--- config.mk ---
export PLATFORM = sky130hd
export DESIGN_NAME = pwm_top_level
export DESIGN_NICKNAME = d
export VERILOG_FILES = /design/src/rtl/pwm_top_level.sv
export SDC_FILE = /design/constraint.sdc
export NUM_CORES = 1
export LEC_CHECK = 0
export ABC_AREA = 1
export BUFFER_PORTS_ARGS = -buffer_cell sky130_fd_sc_hd__buf_2
export CAP_MARGIN = 0
export CORE_MARGIN = 2
export CORE_UTILIZATION = 30
export DETAILED_ROUTE_END_ITERATION = 8
export MAX_ROUTING_LAYER = met4
export PLACE_DENSITY = 0.44
export SLEW_MARGIN = 20
export SYNTH_ARGS = -nofsm -noshare
export SYNTH_HDL_FRONTEND = slang
export SYNTH_SLANG_ARGS = --single-unit
export TNS_END_PERCENT = 5
--- constraint.sdc ---
create_clock -name clk -period 3 [get_ports clk]
set_input_delay 0.75 -clock clk [delete_from_list [all_inputs] [get_ports clk]]
set_output_delay 0.75 -clock clk [all_outputs]
set_load 0.03 [all_outputs]
--- src/rtl/pwm_top_level.sv ---
// pwm_top_level: SPI-fed command FIFO dispatching {duty,period} words round-robin to four PWM channels.
// The command source is the transmit interface of the internal spi_master instance.

module pwm_spi_master #(
    parameter int DATA_W            = 16,
    parameter int CLKS_PER_HALF_BIT = 1
) (
    input  logic              clk,
    input  logic              rst,
    input  logic [DATA_W-1:0] i_tx_data,
    input  logic              i_tx_data_valid,
    output logic              o_tx_ready,
    output logic              sclk_o,
    output logic              cs_n_o,
    output logic              mosi_o
);
    localparam int HW = CLKS_PER_HALF_BIT > 1 ? $clog2(CLKS_PER_HALF_BIT) : 1;
    localparam int BW = $clog2(DATA_W);
    typedef enum logic [1:0] {IDLE, LOAD, SHIFT, DONE} state_t;
    state_t            state_q, state_d;
    logic [DATA_W-1:0] shreg_q, shreg_d;
    logic [HW-1:0]     hcnt_q, hcnt_d;
    logic [BW-1:0]     bit_q, bit_d;
    logic              sclk_q, sclk_d, cs_n_q, cs_n_d, half_end;
    always_ff @(posedge clk) begin
        if (rst) begin
            state_q <= IDLE;
            shreg_q <= '0;
            hcnt_q  <= '0;
            bit_q   <= '0;
            sclk_q  <= 1'b0;
            cs_n_q  <= 1'b1;
        end else begin
            state_q <= state_d;
            shreg_q <= shreg_d;
            hcnt_q  <= hcnt_d;
            bit_q   <= bit_d;
            sclk_q  <= sclk_d;
            cs_n_q  <= cs_n_d;
        end
    end
    assign half_end = hcnt_q == HW'(CLKS_PER_HALF_BIT - 1);
    // MOSI is the shift register MSB, so it only moves when the register shifts on a falling SCLK edge
    always_comb begin
        state_d = state_q;
        shreg_d = shreg_q;
        hcnt_d  = hcnt_q;
        bit_d   = bit_q;
        sclk_d  = sclk_q;
        cs_n_d  = cs_n_q;
        case (state_q)
            IDLE: if (i_tx_data_valid) begin
                shreg_d = i_tx_data;
                state_d = LOAD;
            end
            LOAD: begin
                cs_n_d  = 1'b0;
                sclk_d  = 1'b0;
                hcnt_d  = '0;
                bit_d   = '0;
                state_d = SHIFT;
            end
            SHIFT: begin
                hcnt_d = half_end ? '0 : hcnt_q + 1'b1;
                if (half_end) begin
                    sclk_d = ~sclk_q;
                    if (sclk_q && bit_q == BW'(DATA_W - 1)) begin
                        cs_n_d  = 1'b1;
                        state_d = DONE;
                    end else if (sclk_q) begin
                        bit_d   = bit_q + 1'b1;
                        shreg_d = shreg_q << 1;
                    end
                end
            end
            default: state_d = IDLE;
        endcase
    end
    assign o_tx_ready = state_q == IDLE;
    assign sclk_o     = sclk_q;
    assign cs_n_o     = cs_n_q;
    assign mosi_o     = shreg_q[DATA_W-1];
endmodule

module pwm_spi_slave #(
    parameter int DATA_W = 16
) (
    input  logic              clk,
    input  logic              rst,
    input  logic              sclk_i,
    input  logic              cs_n_i,
    input  logic              mosi_i,
    output logic [DATA_W-1:0] word_o,
    output logic              word_valid_o
);
    localparam int CW = $clog2(DATA_W + 1);
    logic              sclk_prev_q, cs_prev_q, valid_q;
    logic [CW-1:0]     cnt_q;
    logic [DATA_W-1:0] word_q;
    // only a complete word closed by CS_n rising is delivered; anything shorter is discarded
    always_ff @(posedge clk) begin
        if (rst) begin
            sclk_prev_q <= 1'b0;
            cs_prev_q   <= 1'b1;
            valid_q     <= 1'b0;
            cnt_q       <= '0;
            word_q      <= '0;
        end else begin
            sclk_prev_q <= sclk_i;
            cs_prev_q   <= cs_n_i;
            valid_q     <= cs_n_i && !cs_prev_q && cnt_q == CW'(DATA_W);
            if (cs_n_i) begin
                cnt_q <= '0;
            end else if (sclk_i && !sclk_prev_q) begin
                word_q <= {word_q[DATA_W-2:0], mosi_i};
                cnt_q  <= cnt_q + 1'b1;
            end
        end
    end
    assign word_o       = word_q;
    assign word_valid_o = valid_q;
endmodule

module pwm_cmd_fifo #(
    parameter int DATA_W = 16,
    parameter int DEPTH  = 8
) (
    input  logic              clk,
    input  logic              rst,
    input  logic              push_i,
    input  logic [DATA_W-1:0] data_i,
    input  logic              pop_i,
    output logic              empty_o,
    output logic [DATA_W-1:0] data_o,
    output logic              valid_o
);
    localparam int AW = $clog2(DEPTH);
    logic [DATA_W-1:0] mem_q [DEPTH];
    logic [AW:0]       wr_q, rd_q;
    logic [DATA_W-1:0] data_q;
    logic              valid_q, full, do_push, do_pop;
    assign empty_o = wr_q == rd_q;
    assign full    = wr_q[AW] != rd_q[AW] && wr_q[AW-1:0] == rd_q[AW-1:0];
    assign do_pop  = pop_i && !empty_o;
    assign do_push = push_i && (!full || do_pop);
    always_ff @(posedge clk) begin
        if (rst) begin
            wr_q    <= '0;
            rd_q    <= '0;
            data_q  <= '0;
            valid_q <= 1'b0;
        end else begin
            wr_q    <= wr_q + (AW + 1)'(do_push);
            rd_q    <= rd_q + (AW + 1)'(do_pop);
            valid_q <= do_pop;
            if (do_pop) data_q <= mem_q[rd_q[AW-1:0]];
        end
    end
    always_ff @(posedge clk) begin
        if (do_push) mem_q[wr_q[AW-1:0]] <= data_i;
    end
    assign data_o  = data_q;
    assign valid_o = valid_q;
endmodule

module pwm_channel (
    input  logic        clk,
    input  logic        rst,
    input  logic        load_i,
    input  logic [15:0] cfg_i,
    output logic        pwm_o
);
    logic [7:0] duty_q, duty_d, period_q, period_d, cnt_q, cnt_d, pduty_q, pperiod_q;
    logic       pend_q, pwm_q, at_end, apply;
    // a staged config only lands where the counter restarts, so no pulse is ever cut short
    assign at_end = period_q == 8'd0 || cnt_q == period_q - 8'd1;
    assign apply  = pend_q && at_end;
    always_comb begin
        duty_d   = apply ? pduty_q : duty_q;
        period_d = apply ? pperiod_q : period_q;
        cnt_d    = at_end ? 8'd0 : cnt_q + 8'd1;
    end
    always_ff @(posedge clk) begin
        if (rst) begin
            duty_q    <= '0;
            period_q  <= '0;
            cnt_q     <= '0;
            pduty_q   <= '0;
            pperiod_q <= '0;
            pend_q    <= 1'b0;
            pwm_q     <= 1'b0;
        end else begin
            duty_q   <= duty_d;
            period_q <= period_d;
            cnt_q    <= cnt_d;
            pwm_q    <= period_d != 8'd0 && cnt_d < duty_d;
            pend_q   <= load_i || (pend_q && !apply);
            if (load_i) {pduty_q, pperiod_q} <= cfg_i;
        end
    end
    assign pwm_o = pwm_q;
endmodule

module pwm_top_level #(
    parameter int DATA_W            = 16,
    parameter int FIFO_DEPTH        = 8,
    parameter int CLKS_PER_HALF_BIT = 1,
    parameter int NUM_CH            = 4
) (
    input  logic clk,
    input  logic rst,
    output logic pwm_out_0,
    output logic pwm_out_1,
    output logic pwm_out_2,
    output logic pwm_out_3
);
    logic [DATA_W-1:0] cmd_data, rx_word, fifo_data;
    logic              cmd_valid, sclk, cs_n, mosi, rx_valid;
    logic              fifo_empty, fifo_read_enable, fifo_valid;
    logic [1:0]        ptr_q;
    logic [NUM_CH-1:0] pwm;
    // idle command source; commands are injected at the spi_master transmit interface
    assign cmd_data         = '0;
    assign cmd_valid        = 1'b0;
    assign fifo_read_enable = ~fifo_empty;
    pwm_spi_master #(.DATA_W(DATA_W), .CLKS_PER_HALF_BIT(CLKS_PER_HALF_BIT)) spi_master (
        .clk(clk), .rst(rst), .i_tx_data(cmd_data), .i_tx_data_valid(cmd_valid),
        .o_tx_ready(), .sclk_o(sclk), .cs_n_o(cs_n), .mosi_o(mosi)
    );
    pwm_spi_slave #(.DATA_W(DATA_W)) spi_slave (
        .clk(clk), .rst(rst), .sclk_i(sclk), .cs_n_i(cs_n), .mosi_i(mosi),
        .word_o(rx_word), .word_valid_o(rx_valid)
    );
    pwm_cmd_fifo #(.DATA_W(DATA_W), .DEPTH(FIFO_DEPTH)) cmd_fifo (
        .clk(clk), .rst(rst), .push_i(rx_valid), .data_i(rx_word), .pop_i(fifo_read_enable),
        .empty_o(fifo_empty), .data_o(fifo_data), .valid_o(fifo_valid)
    );
    always_ff @(posedge clk) begin
        if (rst) ptr_q <= '0;
        else if (fifo_valid) ptr_q <= ptr_q + 2'd1;
    end
    for (genvar g = 0; g < NUM_CH; g++) begin : g_ch
        pwm_channel u_ch (
            .clk(clk), .rst(rst), .load_i(fifo_valid && ptr_q == 2'(g)),
            .cfg_i(fifo_data), .pwm_o(pwm[g])
        );
    end
    assign pwm_out_0 = pwm[0];
    assign pwm_out_1 = pwm[1];
    assign pwm_out_2 = pwm[2];
    assign pwm_out_3 = pwm[3];
endmodule

# --- Word level (Yosys, flattened, before mapping) ---
# Index checks and enable logic that the tools add are counted.
classes:
  eq_ne: 18
  add_sub_neg: 14
  n_bitwise: 3
  n_reduce_logical: 56
  muxes: 26
  magnitude_cmp: 4
op_table:
  columns: ["op", "count"]
  rows:
  - ["8-bit 2-to-1 mux", 12]
  - ["8-bit by 1-bit adder with 8-bit output (second input constant)", 4]
  - ["8-bit equality test", 4]
  - ["8-bit logical NOT", 4]
  - ["8-bit less-than comparator", 4]
  - ["8-bit nonzero test", 4]
  - ["8-bit by 1-bit subtractor with 8-bit output (second input constant)", 4]
  - ["1-bit logical AND", 23]
  - ["4-bit 2-to-1 mux", 3]
  - ["1-bit logical OR", 9]
  - ["4-bit by 1-bit adder with 4-bit output", 2]
  - ["1-bit logical NOT", 8]
  - ["4-bit case mux with 2 select lines", 1]
  - ["2-bit equality test (second input constant)", 3]
  - ["1-bit case mux with 2 select lines", 3]
  - ["2-bit case mux with 3 select lines", 1]
  - ["3-bit AND reduction", 2]
  - ["5-bit by 1-bit adder with 5-bit output (second input constant)", 1]
  - ["5-bit equality test (second input constant)", 1]
  - ["4-bit by 1-bit adder with 4-bit output (second input constant)", 1]
  - ["2-bit by 1-bit equality test with 1-bit output (second input constant)", 2]
  - ["4-bit equality test", 1]
  - ["4-bit equality test (second input constant)", 1]
  - ["2-bit logical NOT", 2]
  - ["other kinds (13)", 21]
word_totals:
  input_bits: 2
  reg_bits: 212

# --- Logic depth before layout (Yosys ltp) ---
logic_depth:
  word_depth: 7
  depth_mapped: 20

# --- Hierarchy ---
# Synthesis repeated with hierarchy kept, for this count alone.
unflattened:
  hier_cells: 2074
  area_unflattened_um2: 17041.3
by_module_without_submodules:
  columns: ["module", "area_each_um2", "n_inst", "cells_per_inst"]
  rows:
  - ["pwm_channel", 2092.0, 4, 293]
  - ["pwm_cmd_fifo", 6301.0, 1, 577]
  - ["pwm_spi_master", 1255.0, 1, 184]
  - ["pwm_spi_slave", 925.9, 1, 112]
  - ["pwm_top_level", 191.4, 1, 29]

# --- Worst setup path after synthesis ---
# Ideal clock, no wire load.
synth_timing:
  path_type: "register -> register"
  from: "register g_ch[2].u_ch.period_q[0]"
  to: "register g_ch[2].u_ch.pwm_q"
  slack_ns: 0.395
  n_path_buf: 1
  arrival_time_ns: 2.535
  setup_ns: 0.070
  required_time_ns: 2.930
  period_less_slack_ns: 2.605
  path_stages_with_launch: 19
  cell_sequence: "dfxtp_1 -> inv_1 -> ha_1 -> inv_1 -> nand2_1 -> nand2_1 -> nand3_1 -> nor2_1 -> nand2_1 -> inv_1 -> nand2_1 -> o21bai_2 -> buf_2 -> nor2_1 -> ha_1 -> a211o_1 -> a31oi_1 -> nand4_1 -> a21oi_1"
synth_rtl:
  columns: ["element", "line", "rtl"]
  rows:
  - ["from (decl)", "173", "logic [7:0] duty_q, duty_d, period_q, period_d, cnt_q, cnt_d, pduty_q, pperiod_q;"]
  - ["from (signal assigned)", "194", "period_q <= period_d;"]
  - ["8-bit by 1-bit subtractor with 8-bit output", "176", "assign at_end = period_q == 8'd0 || cnt_q == period_q - 8'd1;"]
  - ["8-bit equality test", "176", null]
  - ["1-bit logical OR *", "176", null]
  - ["8-bit 2-to-1 mux *", "181", "cnt_d = at_end ? 8'd0 : cnt_q + 8'd1;"]
  - ["via g_ch[2].u_ch.cnt_d[7]", "173", null]
  - ["8-bit less-than comparator *", "196", "pwm_q <= period_d != 8'd0 && cnt_d < duty_d;"]
  - ["1-bit logical AND *", "196", null]
  - ["to (signal assigned)", "196", null]
  - ["to (decl)", "174", "logic pend_q, pwm_q, at_end, apply;"]
# Mark *: on every way through the listed nets, which the timed path passes. The rest lies on a longest branch.
# A chain may end at the register's enable or synchronous reset.

# --- Final worst setup path ---
layout_timing:
  from: "register g_ch[3].u_ch.period_q[0]"
  to: "register g_ch[3].u_ch.pwm_q"
layout_via:
  elab_chain_len: 7
layout_rtl:
  columns: ["element", "line", "rtl"]
  rows:
  - ["from (decl)", "173", null]
  - ["from (signal assigned)", "194", null]
  - ["8-bit by 1-bit subtractor with 8-bit output", "176", null]
  - ["8-bit equality test", "176", null]
  - ["1-bit logical OR", "176", null]
  - ["1-bit logical AND", "177", "assign apply = pend_q && at_end;"]
  - ["8-bit 2-to-1 mux (on tied branches)", "179, 180", null]
  - ["8-bit less-than comparator / 8-bit nonzero test (equally long branches)", "196", null]
  - ["1-bit logical AND *", "196", null]
  - ["to (signal assigned)", "196", null]
  - ["to (decl)", "174", null]
# Mark *: on every way between the ends. The rest lies on a longest branch, timed or not.

==> results.txt <==
CTS clk-pin slew, worst paths - 60 ps
Initial DRT Pass Iterations - 4
Worst-Skew Late Latency - 410 ps
Commonest non-fill, non-tap cell in the layout - nand2_1
Via count - 5377
Synth Cell Area - 6850 um^2
CP max stage delay - 370 ps
Post-CTS Hold Buffers - 0
Outcome - completed
Netlist cell types - 39
CP Max Fanout - 15
Most frequent cells in the layout - nand2_1, dfxtp_1, nor2_1, inv_1, nor3_1
Power after layout - 4310 uW
Slowest-stage cell, CP - dfxtp_1
Crit path cell chain - inv_1, ha_1, xnor2_1, nor2_1, nand3_1, nor2_1, nand3_2, nand2_8, nand2_4, nand2_2, ha_1, a21oi_1, nor2_1, a2111oi_1, nand3_1, a21oi_2
Synth Instances - 927
RSZ-0062 raised after global routing - true
# fillers - 2352
Layout cells sized above 1 - 11.4%
Fraction of the yosys area taken by sequential cells - 38.3%
Nets@finish - 994
Detail Route Antenna Nets - 0
Largest net degree at the start of global routing - 44
Static leakage - 0.00334 uW
Most common cell on crit path - nor2_1
Clock H-tree levels - 4
Pwr/cell area - 544 nW/um^2
Final setup violation count - 0
Peak Freq - 367 MHz
CTS root buf - clkbuf_16
CP Class - reg -> reg
Top cell type by total area after synthesis - dfxtp_1
HPWL after detailed placement - 9970 um
Total GRT Usage - 12.6%
Post-CTS Resized - 0
CTS Buffer Depth - 2
I/O Pins - 6
Final worst-path cycle share - 90.9%
CTS tree - yes
ANT cells - 0
Setup_tns - 0 ps
Worst VDD drop - 0.000381 V
P&R area growth vs syn - 15.5%
WP data required - 3350 ps
Max Clock Skew - 8.00 ps
Std-Cell Rows - 55
Vias in the first global route - 5220
TritonCTS Sinks - 131
Initial core utilization - 30.4%
DR vias/cell - 4.35
Die width - 155 um
Relative slew slack - 65.6%
Worst-margin pin slew - 516 ps
Die height - 155 um
Final Slew Violations - 0
Syn_nets - 982
Num CTS Buffers - 17
DR WL/cell - 11.0 um
First-pass GRT wire length - 23900 um
Initial antenna violation count - 0
Gr ovfl total - 0
Tmin final - 2730 ps
Synth top area cells - dfxtp_1, nand2_1, ha_1
Drt total wl - 13600 um
Class of the worst hold path - reg -> reg
Detailed Route Iter0 Violations - 199
Max Cap Violations - 0
Setup Fix Bufs, Post-CTS - 0
Routability Congestion - 0.783
Share of Yosys cell area claimed by the top area cell type - 38.3%
DRC - 0
Synth warnings - 0
Startpoint Class - flip-flop
Core area - 22500 um^2
CP endpoint kind - flip-flop
Number of port buffers - 5
#FFs+latches synth - 131
WP data arrival - 3080 ps
Die Area - 24100 um^2
Hold Fails Final Rpt - 0
Avg Cell Area, Syn - 7.39 um^2
-- state kept, by name, indices dropped and copies added, names as in the netlist --
register                flops
cmd_fifo.valid_o            1
cmd_fifo.wr_q               4
g_ch.u_ch.pwm_o             4
g_ch.u_ch.period_q         32
spi_slave.cs_prev_q         1
ptr_q                       2
cmd_fifo.rd_q               4
spi_master.state_q          2
spi_slave.word_valid_o      1
g_ch.u_ch.cnt_q            32
spi_slave.cnt_q             5
spi_master.cs_n_o           1
spi_master.bit_q            4
spi_master.sclk_o           1
g_ch.u_ch.pend_q            4
spi_slave.sclk_prev_q       1
g_ch.u_ch.duty_q           32
-- final timing paths --
kind	slack (ps)	end	from	cells past startpoint
max reg2reg	270	g_ch[3].u_ch.pwm_o	g_ch[3].u_ch.period_q[0]	16
min	390	spi_slave.word_valid_o	spi_slave.cs_prev_q	1
max	270	g_ch[3].u_ch.pwm_o	g_ch[3].u_ch.period_q[0]	16
min reg2reg	390	spi_slave.word_valid_o	spi_slave.cs_prev_q	1
-- per-stage QoR --
stage	worst slack [ps]	hold WS (ps)	area [um^2]	util [%]	cells
6_report	274	392	7910	35.2	1237
5_1_grt	-17.0	397	7910	35.2	1237
4_1_cts	124	394	7890	35.1	1237
3_5_place_dp	144	385	7200	32.0	1205
3_3_place_gp	243	378	7200	32.0	1205
2_1_floorplan	395	374	6850	-	927
-- kinds of logic (layout without fill, tap and decap cells) --
| kind of cell | count (synthesis) | in the layout | share of synthesized area (%) |
|---|---|---|---|
| AOI/OAI and AO/OA | 51 | 51 | 4.37 |
| xor gates and xnor gates | 46 | 46 | 5.88 |
| adders and majority gates | 53 | 53 | 9.68 |
| buffers and inverters | 146 | 171 | 8.53 |
| DFF | 131 | 131 | 38.3 |
| and+or+nand+nor | 500 | 500 | 33.2 |
-- area by class of cell --
| cell class | instances | area (um^2) | area share [%] |
|---|---|---|---|
| inverter | 123 | 472 | 5.96 |
| sequential | 131 | 2620 | 33.2 |
| tap | 285 | 357 | 4.51 |
| clock buffer | 20 | 457 | 5.77 |
| multi-input combinational | 650 | 3660 | 46.3 |
| timing repair buffer | 16 | 110 | 1.39 |
| clock inverter | 12 | 228 | 2.88 |
-- layer usage --
layer	wire [um]	global-route usage [%]
met1	7040	15.9
met2	6120	19.9
met3	262	2.84
met4	184	4.67
met5	0	-
-- cells in the mapped netlist (all sizes together) --
cell / count
xor2: 24
a211oi: 3
nand3: 57
xnor2: 22
nor4: 12
o21ai: 16
nand4: 12
o21bai: 1
a21oi: 22
and3: 1
nor3: 61
nand3b: 2
or2: 1
clkinv: 1
a2111oi: 1
a211o: 3
buf: 9
clkbuf: 14
nand2: 213
dfxtp: 131
nor2: 141
ha: 53
a21o: 1
a31oi: 4
inv: 122
-- power breakdown --
group	internal, uW	switching [uW]
Combinational	38.6	96.8
Sequential	1760	13.3
Clock	1610	788
Total	3410	898
-- critical path, delay by kind of cell (launching register included) --
kind	cells	cell delay (ps)
AOI/OAI and AO/OA	3	510
buffers and inverters	1	100
adders and majority gates	2	540
DFF	1	370
xor gates and xnor gates	1	130
and+or+nand+nor	9	1010
No activity file was read; power rests on OpenSTA's default activity.
